--- src/rtl/uart_pkg.sv ---
// Shared UART constants: data width and TX FIFO address width.
// Used as parameter defaults by the transmitter, FIFO and top level.
package uart_pkg;

  localparam int UART_DBITS          = 8;
  localparam int UART_FIFO_ADDR_BITS = 4;

endpackage

--- src/rtl/uart_fifo_ram.sv ---
// FIFO storage: 2^ADDR_BITS x DBITS register array.
// Ports: clk_100MHz, we, w_addr, w_data (sync write); r_addr, r_data (async read).
module uart_fifo_ram
  import uart_pkg::*;
#(
  parameter int DBITS     = UART_DBITS,
  parameter int ADDR_BITS = UART_FIFO_ADDR_BITS
) (
  input  logic                 clk_100MHz,
  input  logic                 we,
  input  logic [ADDR_BITS-1:0] w_addr,
  input  logic [DBITS-1:0]     w_data,
  input  logic [ADDR_BITS-1:0] r_addr,
  output logic [DBITS-1:0]     r_data
);

  logic [DBITS-1:0] mem [2**ADDR_BITS];

  always_ff @(posedge clk_100MHz) begin
    if (we)
      mem[w_addr] <= w_data;
  end

  assign r_data = mem[r_addr];

endmodule

--- src/rtl/uart_tx_fifo.sv ---
// First-word-fall-through TX FIFO with registered count/full/empty flags
// and sticky overflow/underflow error flags.
// Ports: clk_100MHz, reset (sync, active-high), wr, w_data, rd, clear_err,
//        r_data, full, empty, count, overflow, underflow.
module uart_tx_fifo
  import uart_pkg::*;
#(
  parameter int DBITS     = UART_DBITS,
  parameter int ADDR_BITS = UART_FIFO_ADDR_BITS
) (
  input  logic                 clk_100MHz,
  input  logic                 reset,
  input  logic                 wr,
  input  logic [DBITS-1:0]     w_data,
  input  logic                 rd,
  input  logic                 clear_err,
  output logic [DBITS-1:0]     r_data,
  output logic                 full,
  output logic                 empty,
  output logic [ADDR_BITS:0]   count,
  output logic                 overflow,
  output logic                 underflow
);

  localparam logic [ADDR_BITS:0] FULL_CNT =
    (ADDR_BITS+1)'(2**ADDR_BITS);

  logic [ADDR_BITS-1:0] w_ptr;
  logic [ADDR_BITS-1:0] r_ptr;
  logic [ADDR_BITS:0]   count_next;
  logic                 wr_ok;
  logic                 rd_ok;
  logic                 ovf_set;
  logic                 unf_set;

  // A full FIFO still takes a write when the head is popped the same cycle.
  assign wr_ok   = wr & (~full | rd);
  assign rd_ok   = rd & ~empty;
  assign ovf_set = wr & full & ~rd;
  assign unf_set = rd & empty;

  always_comb begin
    count_next = count;
    unique case ({wr_ok, rd_ok})
      2'b10:   count_next = count + (ADDR_BITS+1)'(1);
      2'b01:   count_next = count - (ADDR_BITS+1)'(1);
      default: count_next = count;
    endcase
  end

  always_ff @(posedge clk_100MHz) begin
    if (reset) begin
      w_ptr     <= '0;
      r_ptr     <= '0;
      count     <= '0;
      empty     <= 1'b1;
      full      <= 1'b0;
      overflow  <= 1'b0;
      underflow <= 1'b0;
    end else begin
      if (wr_ok)
        w_ptr <= w_ptr + ADDR_BITS'(1);
      if (rd_ok)
        r_ptr <= r_ptr + ADDR_BITS'(1);
      count <= count_next;
      full  <= (count_next == FULL_CNT);
      empty <= (count_next == '0);
      // Set beats clear when both occur together.
      overflow  <= ovf_set | (overflow & ~clear_err);
      underflow <= unf_set | (underflow & ~clear_err);
    end
  end

  uart_fifo_ram #(
    .DBITS     (DBITS),
    .ADDR_BITS (ADDR_BITS)
  ) u_ram (
    .clk_100MHz (clk_100MHz),
    .we         (wr_ok),
    .w_addr     (w_ptr),
    .w_data     (w_data),
    .r_addr     (r_ptr),
    .r_data     (r_data)
  );

endmodule
--- config.mk ---
export PLATFORM = sky130hd
export DESIGN_NAME = uart_tx_fifo
export DESIGN_NICKNAME = d
export VERILOG_FILES = /design/src/rtl/uart_pkg.sv /design/src/rtl/uart_fifo_ram.sv /design/src/rtl/uart_tx_fifo.sv
export SDC_FILE = /design/constraint.sdc
export NUM_CORES = 1
export LEC_CHECK = 0
export ABC_AREA = 0
export BUFFER_PORTS_ARGS = -buffer_cell sky130_fd_sc_hd__buf_2
export CORE_ASPECT_RATIO = 1.75
export CORE_UTILIZATION = 45
export DETAILED_ROUTE_END_ITERATION = 12
export SYNTH_ARGS = -nofsm -noshare
export SYNTH_HDL_FRONTEND = slang
export SYNTH_HIERARCHICAL = 1
export SYNTH_SLANG_ARGS = --single-unit
--- constraint.sdc ---
create_clock -name clk_100MHz -period 3.8 [get_ports clk_100MHz]
set_input_delay 0.19 -clock clk_100MHz [delete_from_list [all_inputs] [get_ports clk_100MHz]]
set_output_delay 0.19 -clock clk_100MHz [all_outputs]
set_load 0.01 [all_outputs]
==> results_dict.tcl, run 1 <==
set metrics [dict create \
    outcome "completed" \
    reg2regPathDepth 8 \
    post-place-ws_ps 1540 \
    drt-initial-drc-count 242 \
    hp-class "in2reg" \
    ys.warnings.count 6 \
    crit_slowest_cell "dfxtp_2" \
    period_minus_slack_ps 2640 \
    synthDistinctLibCells 43 \
    max_slew_margin_pct 23.0 \
    worstSetupPathType "reg2out" \
    skew_ps 9.81 \
    p_per_area_mw_per_mm2 581 \
    grtUsageMet3_pct 4.86 \
    grt_max_degree 36 \
    via_per_inst 5.70 \
    ys.flop_type "edfxtp_1" \
    die_w_um 88.2 \
    max_stage_delay_ps 590 \
    io_pins 30 \
    grt_overflow_total 0 \
    yosysTopAreaCell "edfxtp_1" \
    fin_crit_sh_pct 69.6 \
    hold_viol 0 \
    die_area_mm2 0.0135 \
    synth_top_area_share_pct 65.6 \
    holdPathStages 3 \
    hp-start "clear_err" \
    worst_pin_slew_ps 1150 \
    synth-edff-count 128 \
    fmax_mhz 378 \
    cts_buffers 17 \
    gr-usage-met1_pct 21.5 \
    layout-drive-gt1-share_pct 24.3 \
    globalplace.congestion 0.736 \
    setup_viol 0 \
    slew_viol_final 0 \
    synth_area_mm2 0.00586 \
    ff2ff_setup_slack_ps 1540 \
    seqCellArea_mm2 0.00419 \
    tritoncts "built" \
    antenna_cells 0 \
    antenna_found_initial 0 \
    vias 3046 \
    grt_pass1_wl_um 17800 \
    holdPathEnd "overflow" \
    crit_required_ps 3610 \
    p_leak_nw 2.22 \
    root_buffer "clkbuf_16" \
    grt_pass1_vias 3107 \
    clock_latency_ps 410 \
    start_util_pct 46.6 \
    area_growth_pct 14.7 \
    post_cts_buffers 0 \
    r2r-end "full" \
    place_hpwl_um 7500 \
    die_y_um 153 \
    nets 371 \
    cts_buffer_depth 2 \
    syn_area_per_cell_um2 18.5 \
    cts.clk_slew.worst_paths_ps 60 \
    multiInputGateArea_mm2 0.00157 \
    core_area_mm2 0.0126 \
    clock-sinks 145 \
    row_count 54 \
    drc 0 \
    setup_ws_ps 1160 \
    yosysSeqAreaShare_pct 71.5 \
    firstDrtPassIters 4 \
    routedWlPerCell_um 21.7 \
    met2_usage_pct 34.3 \
    ctsHoldBuffers 0 \
    startpoint_type "flop" \
    portBuffers 29 \
    ys_ff_latch 145 \
    fill_cells 1036 \
    async_reset_ff_share_pct 0 \
    wirelength_um 11600 \
    track_usage_pct 19.2 \
    cp_max_fo 13 \
    rsz0062_at_grt "no" \
    crit-reg2reg-launch "empty" \
    finalSetupTns_ps 0 \
    detail-route-antenna-nets 0 \
    synth_nets 334 \
    htreeDepth 4 \
    arrival_ps 2450 \
    timing.hold.ws_ps 63.8 \
    crit_path_end_kind "output port" \
    cap_violations 0 \
    irDropWorstVdd_mv 0.363 \
    busiest_layer "met2" \
    synth_cells 317 \
    yosys-top-cells-area "edfxtp_1, mux4_2, mux4_1, dfxtp_1, a22oi_1" \
    worstPathCellList "buf_4, mux4_2, a22oi_1, nand2_1, buf_2" \
    cts_resized 0 \
]
-- how the worst max path moves through the flow --
stage                     depth (start not counted)     start  slack (ps)         to
after global routing                              5  r_ptr[0]        1000  r_data[7]
after CTS                                         5  r_ptr[0]        1100  r_data[7]
final                                             5  r_ptr[0]        1160  r_data[7]
after global placement                            5  r_ptr[0]        1550  r_data[7]
after floorplan                                   8     empty        1710       full
after detailed placement                          8     empty        1540       full
-- routing by layer --
layer	part of all wire (%)	wire, um
met5	0	0
met4	1.6	181
met3	3.8	439
met2	57	6580
met1	38	4390
-- synthesized netlist by cell type (2+ instances only) --
cell type / instances
a21oi_1: 5
a22oi_1: 17
buf_2: 4
buf_4: 2
buf_6: 3
clkbuf_1: 3
clkdlybuf4s25_2: 3
dfxtp_1: 17
edfxtp_1: 128
ha_1: 4
mux2i_1: 2
mux4_1: 14
mux4_2: 18
nand2_1: 19
nand2b_1: 7
nand3_1: 3
nand3b_1: 3
nand4_1: 2
nor2_1: 26
nor3_1: 4
nor3b_1: 2
xnor2_1: 4
xor2_1: 7
-- cell type report --
class,instances,share of cell area [%]
clock buffer,18,6.39
clock inverter,13,2.05
inverter,1,0.0559
multi-input combinational,156,23.4
sequential,145,62.3
tap,168,3.13
timing repair buffer,33,2.61
-- power breakdown --
group	internal (mW)	switching [mW]
Clock	0.963	0.608
Combinational	0.239	0.244
Sequential	1.78	0.0651
Total	2.98	0.917
-- worst max-delay path, delay by kind of cell, from the launching register on --
| family | cells | cell delay (ps) |
|---|---|---|
| DFF | 1 | 590 |
| and+or+nand+nor | 1 | 130 |
| muxes | 1 | 540 |
| AOI/OAI and AO/OA | 1 | 240 |
| buffers and inverters | 2 | 530 |
-- registers in the layout, summed over array words and instances (netlist names) --
name / cells
overflow: 1
count: 5
underflow: 1
empty: 1
r_ptr: 4
w_ptr: 4
full: 1
u_ram/mem: 128
-- metrics by stage --
| stage | std cells | power [mW] | instance area (um^2) | utilization [%] |
|---|---|---|---|---|
| final | 534 | 3.90 | 6710 | 53.4 |
| after CTS | 534 | 3.94 | 6710 | 53.4 |
| after global routing | 534 | 4.05 | 6710 | 53.4 |
| after detailed placement | 503 | 2.37 | 6150 | 48.9 |
| after floorplan | 317 | 2.23 | 5860 | - |
| after global placement | 503 | 2.37 | 6150 | 48.9 |
-- kinds of logic (layout without fill, tap and decap cells) --
| family | count (synthesis) | count (layout) | share of synthesized area [%] |
|---|---|---|---|
| AND/OR/NAND/NOR | 78 | 78 | 6.97 |
| buffers and inverters | 16 | 65 | 1.94 |
| adder cells (fa/ha/maj) | 4 | 4 | 0.855 |
| XOR/XNOR | 11 | 11 | 1.65 |
| AO/OA/AOI/OAI | 28 | 28 | 3.33 |
| multiplexers | 35 | 35 | 13.8 |
| flip-flops | 145 | 145 | 71.5 |
-- cells in the final DEF, fill, tap and decap left out, types with 3 or more instances in the layout --
cell type and count:
edfxtp_1 128, buf_2 29, nor2_1 26, nand2_1 19
mux4_2 18, a22oi_1 17, clkbuf_16 17, dfxtp_1 16
mux4_1 14, nand2b_1 7, xor2_1 7, a21oi_1 5
xnor2_1 4, ha_1 4, buf_4 4, nand3_1 3
nand3b_1 3, clkinv_2 3, inv_6 3, nor3_2 3
Power figures use the tool's default switching activity.
==> inputs of run 2 (changes only) <==
==> constraint.sdc (replaced) <==
create_clock -name clk_100MHz -period 2.6 [get_ports clk_100MHz]
set_input_delay 0.13 -clock clk_100MHz [delete_from_list [all_inputs] [get_ports clk_100MHz]]
set_output_delay 0.13 -clock clk_100MHz [all_outputs]
set_load 0.01 [all_outputs]
==> run 2 against run 1 <==
Die area unchanged. Highest routed layer unchanged. Sequential power is 45% higher. Global-route usage is 0.90 points lower.
==> results_dict.tcl, run 2 (synthesized netlist as in run 1, its figures left out) <==
set metrics [dict create \
    cts.clk_slew.worst_paths_ps 60 \
    p_int_mw 4.59 \
    antenna_cells 0 \
    grt_max_degree 36 \
    grt_overflow_total 0 \
    period_minus_slack_ps 2450 \
    seq_power_share_pct 44.9 \
    fmax_mhz 408 \
    busiest_layer "met2" \
    cap_violations 0 \
    p_per_area_mw_per_mm2 866 \
    reg_top3 "u_ram/mem x128, count x5" \
    setup_viol 0 \
    vias 2992 \
    p_comb_share_pct 12.2 \
    root_buffer "clkbuf_16" \
    cts_buffers 17 \
    crit_path_end_kind "output port" \
    hp-start "wr" \
    skew_ps 7.48 \
    track_usage_pct 18.3 \
    die_y_um 153 \
    firstDrtPassIters 4 \
    layout_commonest_cell "edfxtp_1" \
    die_area_mm2 0.0135 \
    startpoint_type "flop" \
    post_cts_buffers 0 \
    io_pins 30 \
    antenna_found_initial 0 \
    wirelength_um 11100 \
    layout-drive-gt1-share_pct 27.2 \
    hold_viol 0 \
    place_hpwl_um 7420 \
    ctsHoldBuffers 2 \
    drc 0 \
    gr-usage-met1_pct 19.4 \
    crit_required_ps 2470 \
    max_slew_margin_pct 53.7 \
    worstSetupPathType "reg2out" \
    ff2ff_setup_slack_ps 540 \
    tritoncts "built" \
    clock-sinks 145 \
    finalSetupTns_ps 0 \
    core_area_mm2 0.0126 \
    arrival_ps 2320 \
    largest_reg_flops 128 \
    cts_buffer_depth 2 \
    htreeDepth 4 \
    place_area_mm2 0.00627 \
    detail-route-antenna-nets 0 \
    p_leak_nw 2.34 \
    drt-initial-drc-count 129 \
    slew_viol_final 0 \
    grt_pass1_wl_um 17100 \
    cts_resized 0 \
    hp-class "in2reg" \
    start_util_pct 46.6 \
    rsz0062_at_grt "no" \
    row_count 54 \
    worst_pin_slew_ps 693 \
    grt_pass1_vias 3016 \
    via_per_inst 5.40 \
    nets 390 \
    globalplace.congestion 0.770 \
    routedWlPerCell_um 20.1 \
    fin_crit_sh_pct 94.2 \
    switching_share_pct 23.4 \
    area_growth_pct 18.2 \
    timing.hold.ws_ps 40.8 \
    pwr-share-clk_pct 42.9 \
    largest_register "u_ram/mem" \
    crit_start "r_ptr[0]" \
    die_w_um 88.2 \
    portBuffers 29 \
    crit-reg2reg-launch "empty" \
    met2_usage_pct 33.6 \
    irDropWorstVdd_mv 0.522 \
    outcome "completed" \
    layout_common_cells "edfxtp_1, buf_2, nor2_1" \
    cp_max_fo 26 \
    clock_latency_ps 420 \
    postLayoutCellArea_mm2 0.00692 \
    grtUsageMet3_pct 4.54 \
    netSwitchingPower_mw 1.40 \
]
-- run 2: power by group through the flow --
| stage | Combinational (mW) | Sequential (mW) | Clock [mW] |
|---|---|---|---|
| 2_1_floorplan | 0.535 | 2.72 | 0 |
| 3_3_place_gp | 0.738 | 2.74 | 0 |
| 3_5_place_dp | 0.744 | 2.74 | 0 |
| 4_1_cts | 0.752 | 2.69 | 2.61 |
| 5_1_grt | 0.803 | 2.70 | 2.71 |
| 6_report | 0.734 | 2.69 | 2.57 |
-- run 2: worst max-delay path: stages (launching register included) --
cell     delay, ps
dfxtp_2        510
buf_12         280
mux4_1         580
a22oi_1        260
nand2_1        100
buf_2          150
-- run 2: cell type report --
type | instances | area (um^2)
fill | 1011 | 5640
sequential | 145 | 4190
multi-input combinational | 156 | 1560
clock buffer | 18 | 429
timing repair buffer | 52 | 335
tap | 168 | 210
clock inverter | 14 | 203
inverter | 1 | 3.75
-- run 2: worst paths after layout --
check	endpoint	cells past startpoint
max	r_data[5]	5
min	overflow	3
max reg2reg	full	8
min reg2reg	overflow	2
-- run 2: routing by layer --
layer  routed length [um]  part of all wire (%)
met4                  177                   1.6
met3                  312                   2.8
met5                    0                     0
met2                 6470                    58
met1                 4160                    37
-- run 2: metrics by stage --
step | std cells | util (%) | worst slack (ps) | power (mW)
6_report | 554 | 55.1 | 150 | 6.00
5_1_grt | 554 | 55.1 | 41.1 | 6.22
4_1_cts | 554 | 55.1 | 91.8 | 6.05
3_5_place_dp | 520 | 49.9 | 539 | 3.49
3_3_place_gp | 520 | 49.9 | 569 | 3.47
2_1_floorplan | 317 | - | 513 | 3.26
